File: src/rtl/detect_count_display_if.sv
// Signal bundle between the detector/board logic and detect_count_display.
// z and clr are plain levels sampled every rising clk edge; there is no valid/ready handshake.
interface detect_count_display_if;
  logic        z;
  logic        clr;
  logic [15:0] count_bcd;
  logic        det_pulse;
  logic [3:0]  an;
  logic [6:0]  seg;
  logic        dp;
  logic [1:0]  scan_state;

  modport master (
    output z, clr,
    input  count_bcd, det_pulse, an, seg, dp, scan_state
  );

  modport slave (
    input  z, clr,
    output count_bcd, det_pulse, an, seg, dp, scan_state
  );
endinterface

File: src/rtl/detect_count_display.sv
// Counts rising edges of the detector output in 4-digit BCD and scans the
// count onto a common-anode 7-segment display (active-low an/seg/dp).
module detect_count_display #(
  parameter int REFRESH_DIV = 100000,
  parameter int DIV_W       = 17
) (
  input  logic                   clk,
  input  logic                   reset,
  detect_count_display_if.slave  bus
);

  typedef enum logic [1:0] {D0 = 2'd0, D1 = 2'd1, D2 = 2'd2, D3 = 2'd3} scan_t;

  localparam logic [DIV_W-1:0] DIV_LAST = DIV_W'(REFRESH_DIV - 1);

  logic             r_z_d;
  logic             r_det_pulse;
  logic [15:0]      r_count;
  logic [DIV_W-1:0] r_div;
  scan_t            r_state;
  logic [3:0]       r_an;
  logic [6:0]       r_seg;

  logic             w_rise;
  logic             w_div_tc;
  logic             w_carry;
  logic [15:0]      w_count_inc;
  logic [15:0]      w_count_nxt;
  scan_t            w_state_nxt;
  logic [3:0]       w_an_nxt;
  logic [3:0]       w_digit_nxt;
  logic [6:0]       w_seg_nxt;

  assign w_rise   = bus.z & ~r_z_d;
  assign w_div_tc = (r_div == DIV_LAST);

  // Ripple-carry BCD increment; a digit >= 9 rolls to 0 so a corrupt digit self-heals.
  always_comb begin
    w_count_inc = r_count;
    w_carry     = 1'b1;
    for (int i = 0; i < 4; i++) begin
      if (w_carry) begin
        if (r_count[4*i +: 4] >= 4'd9) begin
          w_count_inc[4*i +: 4] = 4'd0;
        end else begin
          w_count_inc[4*i +: 4] = r_count[4*i +: 4] + 4'd1;
          w_carry               = 1'b0;
        end
      end
    end
  end

  assign w_count_nxt = bus.clr ? 16'h0000 : (w_rise ? w_count_inc : r_count);

  // Next scan state plus the anode/segment pattern for that state, so an and seg load together.
  always_comb begin
    w_state_nxt = r_state;
    w_an_nxt    = 4'b1111;
    w_digit_nxt = 4'hF;
    w_seg_nxt   = 7'b1111111;
    if (w_div_tc) begin
      case (r_state)
        D0:      w_state_nxt = D1;
        D1:      w_state_nxt = D2;
        D2:      w_state_nxt = D3;
        D3:      w_state_nxt = D0;
        default: w_state_nxt = D0;
      endcase
    end
    case (w_state_nxt)
      D0:      begin w_an_nxt = 4'b1110; w_digit_nxt = w_count_nxt[3:0];   end
      D1:      begin w_an_nxt = 4'b1101; w_digit_nxt = w_count_nxt[7:4];   end
      D2:      begin w_an_nxt = 4'b1011; w_digit_nxt = w_count_nxt[11:8];  end
      D3:      begin w_an_nxt = 4'b0111; w_digit_nxt = w_count_nxt[15:12]; end
      default: begin w_an_nxt = 4'b1111; w_digit_nxt = 4'hF;               end
    endcase
    case (w_digit_nxt)
      4'd0:    w_seg_nxt = 7'b1000000;
      4'd1:    w_seg_nxt = 7'b1111001;
      4'd2:    w_seg_nxt = 7'b0100100;
      4'd3:    w_seg_nxt = 7'b0110000;
      4'd4:    w_seg_nxt = 7'b0011001;
      4'd5:    w_seg_nxt = 7'b0010010;
      4'd6:    w_seg_nxt = 7'b0000010;
      4'd7:    w_seg_nxt = 7'b1111000;
      4'd8:    w_seg_nxt = 7'b0000000;
      4'd9:    w_seg_nxt = 7'b0010000;
      default: w_seg_nxt = 7'b1111111;
    endcase
  end

  always_ff @(posedge clk or posedge reset) begin
    if (reset) begin
      r_state <= D0;
    end else begin
      r_state <= w_state_nxt;
    end
  end

  always_ff @(posedge clk or posedge reset) begin
    if (reset) begin
      r_z_d       <= 1'b0;
      r_det_pulse <= 1'b0;
      r_count     <= 16'h0000;
      r_div       <= '0;
      r_an        <= 4'b1110;
      r_seg       <= 7'b1000000;
    end else begin
      r_z_d       <= bus.z;
      r_det_pulse <= w_rise;
      r_count     <= w_count_nxt;
      r_div       <= w_div_tc ? '0 : r_div + DIV_W'(1);
      r_an        <= w_an_nxt;
      r_seg       <= w_seg_nxt;
    end
  end

  assign bus.count_bcd  = r_count;
  assign bus.det_pulse  = r_det_pulse;
  assign bus.an         = r_an;
  assign bus.seg        = r_seg;
  assign bus.dp         = 1'b1;
  assign bus.scan_state = r_state;

endmodule

File: src/flat_wrapper.sv
// flat-port wrapper written by rule: the top's interface ports become plain ports
module detect_count_display_flat 
#(
  parameter int REFRESH_DIV = 100000,
  parameter int DIV_W       = 17
)
  (clk, reset, bus_z, bus_clr, bus_count_bcd, bus_det_pulse, bus_an, bus_seg, bus_dp, bus_scan_state);
  detect_count_display_if bus_i ();
  input  logic clk;
  input  logic reset;
  input wire logic [$bits(bus_i.z)-1:0] bus_z;
  input wire logic [$bits(bus_i.clr)-1:0] bus_clr;
  output wire logic [$bits(bus_i.count_bcd)-1:0] bus_count_bcd;
  output wire logic [$bits(bus_i.det_pulse)-1:0] bus_det_pulse;
  output wire logic [$bits(bus_i.an)-1:0] bus_an;
  output wire logic [$bits(bus_i.seg)-1:0] bus_seg;
  output wire logic [$bits(bus_i.dp)-1:0] bus_dp;
  output wire logic [$bits(bus_i.scan_state)-1:0] bus_scan_state;
  assign bus_i.z = bus_z;
  assign bus_i.clr = bus_clr;
  assign bus_count_bcd = bus_i.count_bcd;
  assign bus_det_pulse = bus_i.det_pulse;
  assign bus_an = bus_i.an;
  assign bus_seg = bus_i.seg;
  assign bus_dp = bus_i.dp;
  assign bus_scan_state = bus_i.scan_state;
  detect_count_display #(.REFRESH_DIV(REFRESH_DIV), .DIV_W(DIV_W)) u_core (.clk(clk), .reset(reset), .bus(bus_i));
endmodule
File: config.mk
export PLATFORM = sky130hd
export DESIGN_NAME = detect_count_display_flat
export DESIGN_NICKNAME = d
export VERILOG_FILES = /design/src/rtl/detect_count_display_if.sv /design/src/rtl/detect_count_display.sv /design/src/flat_wrapper.sv
export SDC_FILE = /design/constraint.sdc
export NUM_CORES = 1
export LEC_CHECK = 0
export CORE_MARGIN = 2
export CORE_UTILIZATION = 55
export DETAILED_ROUTE_END_ITERATION = 7
export GPL_ROUTABILITY_DRIVEN = 1
export HOLD_SLACK_MARGIN = 0.05
export PLACE_DENSITY = 0.79
export SYNTH_ARGS = -nofsm -noshare
export SYNTH_HDL_FRONTEND = slang
export SYNTH_SLANG_ARGS = --single-unit
File: constraint.sdc
create_clock -name clk -period 7.4 [get_ports clk]
set_clock_uncertainty 0.15 [all_clocks]
set_input_delay 1.48 -clock clk [delete_from_list [all_inputs] [get_ports clk]]
set_output_delay 1.48 -clock clk [all_outputs]
set_load 0.05 [all_outputs]
== Word-level counts from Yosys, hierarchy flattened ==
Memories as Yosys holds them, arrays and structs flattened. A register that Yosys moved wholly into a read port is not among the register bits.
Cells that the tools add are included.
W data, S select, Z words.
Word-level totals
  output and inout bits: 31
  word-level logic and storage cells: 46
  input port bits: 4
  memory bits (read-only): 112
  memories kept: 1
  register bits: 41
Operators by class
  mux-type cells: 19
  $lt $le $gt $ge: 4
  equal/unequal tests: 7
  reductions and logical operators: 2
  bitwise gates (word level): 2
  add/sub/neg operators: 5
Memory list
  (no name shown): words 16, bits a word 7, rd ports 1, clocked after Yosys merged registers in 1, wr ports 0, RTL line detect_count_display.sv:77  | case (w_digit_nxt)
Operators by type and width (number)
  $mux W16: 2
  $pmux W4 S4: 2
  $mux W4: 7
  $add A17 B1 Y17 const B: 1
  $eq A17 B17 Y1 const B: 1
  $mux W17: 1
  $add A4 B1 Y4 const B: 4
  $ge A4 B4 Y1 const B: 4
  $eq A2 B2 Y1 const B: 4
  $pmux W2 S4: 1
  $mux W1: 5
  $eq A2 B1 Y1 const B: 2
  $logic_not A2 Y1: 2
  $mux W2: 1
  $and A1 B1 Y1: 1
  $not A1 Y1: 1

== Longest topological paths before layout ==
Gate-level depths: netlist of run 1.
  depth after elaboration: 8
  depth in mapped cells: 13
  mapped depth without buffers: 12

== Worst setup path after synthesis of run 1 ==
No wires, ideal clock.
  kind: input port to flip-flop
  start: input port bus_z
  end: register u_core.r_seg[1], in the netlist u_core.bus.seg[1]
  arrival: 3403 ps
  stages on the path: 9
  path slack: 3728 ps
  cells stage by stage: nand3b_1 -> nor4_2 -> and4_1 -> o21ai_0 -> a32oi_2 -> inv_2 -> ha_1 -> a21o_1 -> o21a_1
Between the ends
  word-level cells in the longest chain between the ends: 4
RTL lines
  start, declared: RTL line flat_wrapper.sv:11  | input wire logic [$bits(bus_i.z)-1:0] bus_z;
  $and A1 B1 Y1: RTL line detect_count_display.sv:34  | assign w_rise = bus.z & ~r_z_d;
  $mux W16 (2 in series): RTL line detect_count_display.sv:53  | assign w_count_nxt = bus.clr ? 16'h0000 : (w_rise ? w_count_inc : r_count);
  $pmux W4 S4: RTL line detect_count_display.sv:70  | case (w_state_nxt)
  end, declared: RTL line detect_count_display.sv:22  | logic [6:0] r_seg;
Every way passes these cells.

== Worst setup path in the final report of run 1 ==
  start: input port bus_z
  end: register u_core.r_seg[1], in the netlist u_core.bus.seg[1]
Between the ends
  word-level cells in the longest chain between the ends: 4
RTL lines
  $and A1 B1 Y1: RTL line detect_count_display.sv:34
  $mux W16 (2 in series): RTL line detect_count_display.sv:53
  named net u_core.w_count_nxt[9]: RTL line detect_count_display.sv:28  | logic [15:0] w_count_nxt;
  $pmux W4 S4: RTL line detect_count_display.sv:70
The timed path passes the listed nets, and every way through them passes these cells.

==> summary.md, run 1 <==
| Metric | Value |
|---|---|
| Outcome | `finished, final reports clean` |
| CP Launch Type | `primary input` |
| DIE AREA | `around 5600 µm²` |
| Setup violations, final | `0` |
| Clock Latency Late Sink | `300 ps` |
| Critical Path End Type | `flip-flop` |
| HPWL Detailed | `between 3000 and 4000 µm` |
| Critical setup path kind | `in -> reg` |
| WL/cell | `about 15 µm` |
| Commonest non-fill, non-tap cell in the layout | `dfrtp_1` |
| Nets | `around 330` |
| Antenna violations before repair | `0` |
| CORE AREA | `around 4800 µm²` |
| Tmin final | `between 4000 and 5000 ps` |
| Antenna fix cells | `0` |
| Post-CTS Resized | `0` |
| Initial Util | `between 50% and 60%` |
| Tightest Pin Transition | `about 950 ps` |
| Post-CTS setup buffer count | `0` |
| #FFs+latches synth | `48` |
| CTS Root Cell | `clkbuf_8` |
| Detailed-route via count | `between 2000 and 2500` |
| CTS clk-pin slew, worst paths | `90 ps` |
| Vias per cell | `5.65` |
| First-pass GRT wire length | `9200 µm` |
| Hold buffers post-CTS | `0` |
| Mapped Area | `~2800 µm²` |
| Crit path DAT | `around 4400 ps` |
| Unrepaired setup endpoints after global routing | `false` |
| Area growth syn-to-layout | `16.6%` |
| Syn Area/Cell | `around 10 µm²` |
| Share of layout cells above drive strength 1 | `around 8.1%` |
| Async SR Flop Fraction | `100%` |
| Die height | `about 75 µm` |
| Antenna Nets Post-Route | `0` |
| CTS H-Tree Depth | `2` |
| 1st-iter DRT viols | `between 100 and 150` |
| Area leader, netlist | `dfrtp_1` |
| Final Hold Violating Endpoints | `0` |
| Clk sinks | `48` |
| P per Cell Area | `approximately 150 nW/µm²` |
| Routed WL | `~5500 µm` |
| Die width | `approximately 75 µm` |
| Leakage power | `1.48 nW` |
| Drt first pass iters | `4` |
| Fillcell total | `approximately 380` |
| GPL Wtd Cong | `around 0.9` |
| VDD IR max | `roughly 0.00008 V` |
| Post-route setup TNS | `0 ps` |
| YS warnings | `0` |
| Cell Rows | `25` |
| Largest net degree at the start of global routing | `49` |
| Required @ worst endpoint | `roughly 7400 ps` |
| Clock buffer count from CTS | `5` |
| Most frequent cells in the layout | `44 x dfrtp_1, 33 x clkdlybuf4s50_1, 23 x inv_1` |
| Gr ovfl total | `0` |
| # port buffers | `33` |
| Crit path max fanout | `9` |
| Max Freq | `~0.23 GHz` |
| CTS Buffer Depth | `2` |
| # DRC | `0` |
| CTS tree | `built` |
| I/O pin count | `35` |
| Max-slew headroom | `between 30% and 40%` |
| Fin crit share | `a little under 60%` |
| Max-cap violations | `0` |
| Non-Filler Instances | `~380` |
| Placed cells | `367` |
| Vias in the first global route | `~2000` |
| Area share of the largest cell type after synthesis | `40.0%` |
| Post-Route Hold Slack | `approximately 330 ps` |
| Hold Crit Class | `reg -> reg` |
| Post-synth EDFFs | `0` |
| Synth unique cells | `58` |
| Total Power | `~0.46 mW` |
| Sequential fraction of the synthesis area | `43.8%` |
| Total Routing Usage GR | `a little over a fifth` |
| Top cells by area, synth | `dfrtp_1 40%, ha_1 9.1%, dfstp_2 3.8%, inv_1 3.3%, nor2_1 2.9%` |
| Mapped Nets | `~300` |
| Post-Syn Instances | `~270` |
| Primary FF master, synth | `dfrtp_1` |
| Final-report max-slew violation count | `0` |
[state kept, by name (all words and copies together) (netlist names)]
| register | cells |
|---|---|
| u_core.bus.an | 4 |
| u_core.bus.count_bcd | 16 |
| u_core.bus.det_pulse | 1 |
| u_core.bus.scan_state | 2 |
| u_core.bus.seg | 7 |
| u_core.r_div | 17 |
| u_core.r_z_d | 1 |
[worst paths after layout]
kind,cells past startpoint,slack (ps),start,endpoint
worst max-delay path,10,3060,bus_z,u_core.bus.seg[1]
worst min-delay path,1,330,u_core.r_div[0],u_core.r_div[0]
worst max register to register,8,3490,u_core.r_div[13],u_core.bus.seg[1]
worst min register to register,1,330,u_core.r_div[0],u_core.r_div[0]
max in group asynchronous,2,4920,reset,u_core.bus.seg[4]
min in group asynchronous,2,1580,reset,u_core.bus.seg[5]
[worst max-delay path, cell delays in order]
cell,delay [ps]
clkdlybuf4s50_1,540
nand3b_1,200
nor4_2,670
a41o_1,300
a21oi_1,80
a32oi_2,420
inv_2,100
ha_1,310
a21o_1,170
o21a_1,100
[logic make-up after synthesis]
group                    synth area share (%)
AND/OR/NAND/NOR                          18.9
AO/OA/AOI/OAI                            14.6
flip-flops                               43.8
buffers and inverters                    5.23
adder cells (fa/ha/maj)                  9.10
XOR/XNOR                                 5.09
multiplexers                             3.09
other                                   0.136
[metrics by stage]
stage / utilization [%] / worst slack (ps) / instance area [µm²]
2_1_floorplan: - / 3730 / 2750
3_3_place_gp: 65.3 / 2890 / 3130
3_5_place_dp: 65.3 / 2770 / 3130
4_1_cts: 67.0 / 3090 / 3210
5_1_grt: 67.0 / 2800 / 3210
6_report: 67.0 / 3060 / 3210
[cells in the mapped netlist (all sizes together) (7+ instances only)]
master,n
o21ai,13
nand3,9
dfrtp,44
xnor2,8
xor2,8
nand2,15
mux2i,7
inv,28
nand4,7
a21oi,10
nor2,21
ha,20
[area by class of cell]
class	count	area, µm²	area share (%)
clock buffer	8	80.1	2.50
multi-input combinational	191	1400	43.7
inverter	28	105	3.28
sequential	48	1210	37.6
tap	67	83.8	2.61
timing repair buffer	33	330	10.3
[per-layer routing]
layer | global-route usage [%] | vias to the layer above | wire length, µm
met1 | 29.6 | 1026 | 2580
met2 | 34.6 | 49 | 2620
met3 | 4.55 | 9 | 205
li1 | - | 1033 | -
met5 | 0 | - | 0
met4 | 7.54 | 0 | 89
[report_power, final]
group | total (mW) | switching (mW) | internal, mW
Clock | 0.151 | 0.0833 | 0.0673
Combinational | 0.0465 | 0.0324 | 0.0141
Sequential | 0.268 | 0.00188 | 0.266
Note: power is estimated with default switching activity, not from simulation.
==> inputs of run 2 (changes only) <==
Clock period 7.4 ns to 4.5 ns, I/O delays scaled along.
==> run 2 against run 1 <==
Net effect: wire length is 0.11% lower; die area stayed put; via count is 0.47% higher; largest cell class unchanged; setup slack worse by 2100 ps; sequential cell count stayed put; sequential power is 65% higher; critical path depth stayed put; first-iteration DRC count is 28% lower; utilization is 0.89 points higher; clock power is 100% higher.
==> summary.md, run 2 (synthesis gave the netlist of run 1 again) <==
| Metric | Value |
|---|---|
| Antenna Nets Post-Route | `0 (unchanged)` |
| P_sw | `0.194 mW (+65%)` |
| Vias per cell | `5.64 (about the same)` |
| Most frequent cells in the layout | `44 x dfrtp_1, 33 x clkdlybuf4s50_1, 23 x inv_1` |
| DP Worst Slack | `822 ps (-1950 ps)` |
| Setup violations, final | `0 (unchanged)` |
| Largest net degree at the start of global routing | `49 (unchanged)` |
| Clock Latency Late Sink | `300 ps (about the same)` |
| Internal power | `0.625 mW (+80%)` |
| WL/cell | `14.5 µm (-0.64%)` |
| Design Area, Final | `3250 µm² (+1.3%)` |
| Post-route setup TNS | `0 ps (unchanged)` |
| Hold Crit Class | `reg -> reg` |
| Sw Share | `23.7% (-1.6 points)` |
| Max reg flops | `17 (unchanged)` |
| Comb power frac | `9.3% (-0.7 points)` |
| # port buffers | `33 (unchanged)` |
| Outcome | `finished, final reports clean` |
| Area of the multi-input gates | `1400 µm² (unchanged)` |
| Final-report max-slew violation count | `0 (unchanged)` |
| Tmin final | `~3500 ps` |
| Total Power | `0.819 mW (+76%)` |
| Required @ worst endpoint | `4540 ps (-2890 ps)` |
| Register-to-register path setup slack | `960 ps (-2530 ps)` |
| CTS tree | `built` |
| Vias in the first global route | `2032 (+2.0%)` |
| Commonest non-fill, non-tap cell in the layout | `dfrtp_1` |
| VDD IR max | `0.000212 V (+160%)` |
| Reg area | `1210 µm² (unchanged)` |
| 1st-iter DRT viols | `108 (-28%)` |
| Crit path DAT | `3580 ps (-790 ps)` |
| Tightest Pin Transition | `948 ps (-0.699 ps)` |
| Fin crit share | `78.7%` |
| Antenna violations before repair | `0 (unchanged)` |
| CTS clk-pin slew, worst paths | `90 ps (about the same)` |
| Fillcell total | `383 (+2.1%)` |
| Routed WL | `5480 µm (-0.11%)` |
| Clk sinks | `48 (unchanged)` |
| Leakage power | `1.50 nW (+1.7%)` |
| CTS Root Cell | `clkbuf_8` |
| Slowest cell on crit path | `or4b_1` |
| Die height | `74.7 µm (unchanged)` |
| HPWL Detailed | `3990 µm (+0.39%)` |
| Drt first pass iters | `4 (unchanged)` |
| CORE AREA | `4790 µm² (unchanged)` |
| Initial Util | `57.5% (unchanged)` |
| GPL Wtd Cong | `0.883 (-1.9%)` |
| Final worst slack | `957 ps (-2110 ps)` |
| CP Launch Type | `flip-flop` |
| Share of layout cells above drive strength 1 | `9.35% (+1.2 points)` |
| Fraction of power consumed by sequential logic | `53.8% (-3.8 points)` |
| CP peak stage delay | `590 ps (-80 ps)` |
| Cell Rows | `25 (unchanged)` |
| Area growth syn-to-layout | `18.1%` |
| I/O pin count | `35 (unchanged)` |
| Unrepaired setup endpoints after global routing | `false` |
| CTS H-Tree Depth | `2 (unchanged)` |
| Clk pwr share | `36.9% (+4.5 points)` |
| Max-cap violations | `0 (unchanged)` |
| First-pass GRT wire length | `9120 µm (-0.90%)` |
| Placed Area | `3140 µm² (+0.48%)` |
| # DRC | `0 (unchanged)` |
| Max Freq | `roughly 0.28 GHz` |
| Hold buffers post-CTS | `0 (unchanged)` |
| Final Hold Violating Endpoints | `0 (unchanged)` |
| P per Cell Area | `252 nW/µm² (+74%)` |
| Nets | `333 (+0.60%)` |
| Placed cells | `369 (+0.54%)` |
| Crit path cell chain | `or4b_1 > nor4_4 > mux2_4 > inv_2 > o21ai_0 > a32oi_2 > inv_2 > ha_1 > a21o_1 > o21a_1` |
| Gr ovfl total | `0 (unchanged)` |
| CTS Buffer Depth | `2 (unchanged)` |
| Die width | `74.7 µm (unchanged)` |
| Critical setup path kind | `reg -> reg` |
| Post-CTS setup buffer count | `0 (unchanged)` |
| Most used cell, CP | `inv_2` |
| Crit path max fanout | `13 (+4)` |
| Non-Filler Instances | `377 (+0.53%)` |
| DIE AREA | `5580 µm² (unchanged)` |
| Critical Path End Type | `flip-flop` |
| Max-slew headroom | `36.7% (+1.8 points)` |
| Total Routing Usage GR | `21.1% (-0.59 points)` |
| Post-CTS Resized | `0 (unchanged)` |
| Detailed-route via count | `2127 (+0.47%)` |
| Most flops, register | `u_core.r_div` |
| Antenna fix cells | `0 (unchanged)` |
| Clock buffer count from CTS | `5 (unchanged)` |
[run 2: cell count changes in the layout (fill, tap and decap cells not counted), sizes merged]
cell / change
buf: +2
clkinv: +1
bufinv: +1
clkbuf: -2
[run 2: path summary, 6_finish.rpt]
| kind | startpoint | end | cells past startpoint |
|---|---|---|---|
| worst max register to register | u_core.r_div[12] | u_core.bus.seg[1] | 10 |
| worst min-delay path | u_core.r_div[0] | u_core.r_div[0] | 1 |
| max in group asynchronous | reset | u_core.bus.count_bcd[3] | 2 |
| worst min register to register | u_core.r_div[0] | u_core.r_div[0] | 1 |
| min in group asynchronous | reset | u_core.bus.seg[0] | 2 |
| worst max-delay path | u_core.r_div[12] | u_core.bus.seg[1] | 10 |
[run 2: cell type report]
type	instances	share of cell area (%)
sequential	48	37.1
timing repair buffer	35	10.6
tap	67	2.58
clock buffer	6	2.23
multi-input combinational	191	43.1
inverter	28	3.23
clock inverter	2	1.08
[run 2: worst max-delay path: cells and delay by family, from the launching register on]
kind / cells / cell delay [ps]
DFF: 1 / 440
AOI/OAI and AO/OA: 4 / 760
muxes: 1 / 430
adders and majority gates: 1 / 310
buffers and inverters: 2 / 230
and+or+nand+nor: 2 / 1100
[run 2: power by group through the flow]
| stage | Clock (mW) | Combinational (mW) | Sequential, mW |
|---|---|---|---|
| floorplan | 0 | 0.0338 | 0.470 |
| global placement | 0 | 0.0764 | 0.449 |
| detailed placement | 0 | 0.0767 | 0.449 |
| CTS | 0.309 | 0.0769 | 0.441 |
| global route | 0.324 | 0.0835 | 0.441 |
| finish | 0.302 | 0.0764 | 0.441 |
[run 2: layer usage]
layer	track usage [%]	vias up	routed length (µm)
met4	5.75	0	69
met5	0	-	0
li1	-	1033	-
met1	28.8	1035	2540
met3	4.15	10	208
met2	34.6	49	2670
[run 2: metrics by stage]
step | util, % | hold WS, ps
finish | 67.9 | 341
CTS | 67.9 | 343
detailed placement | 65.6 | 331
global route | 67.9 | 361
floorplan | - | 298
global placement | 65.6 | 318
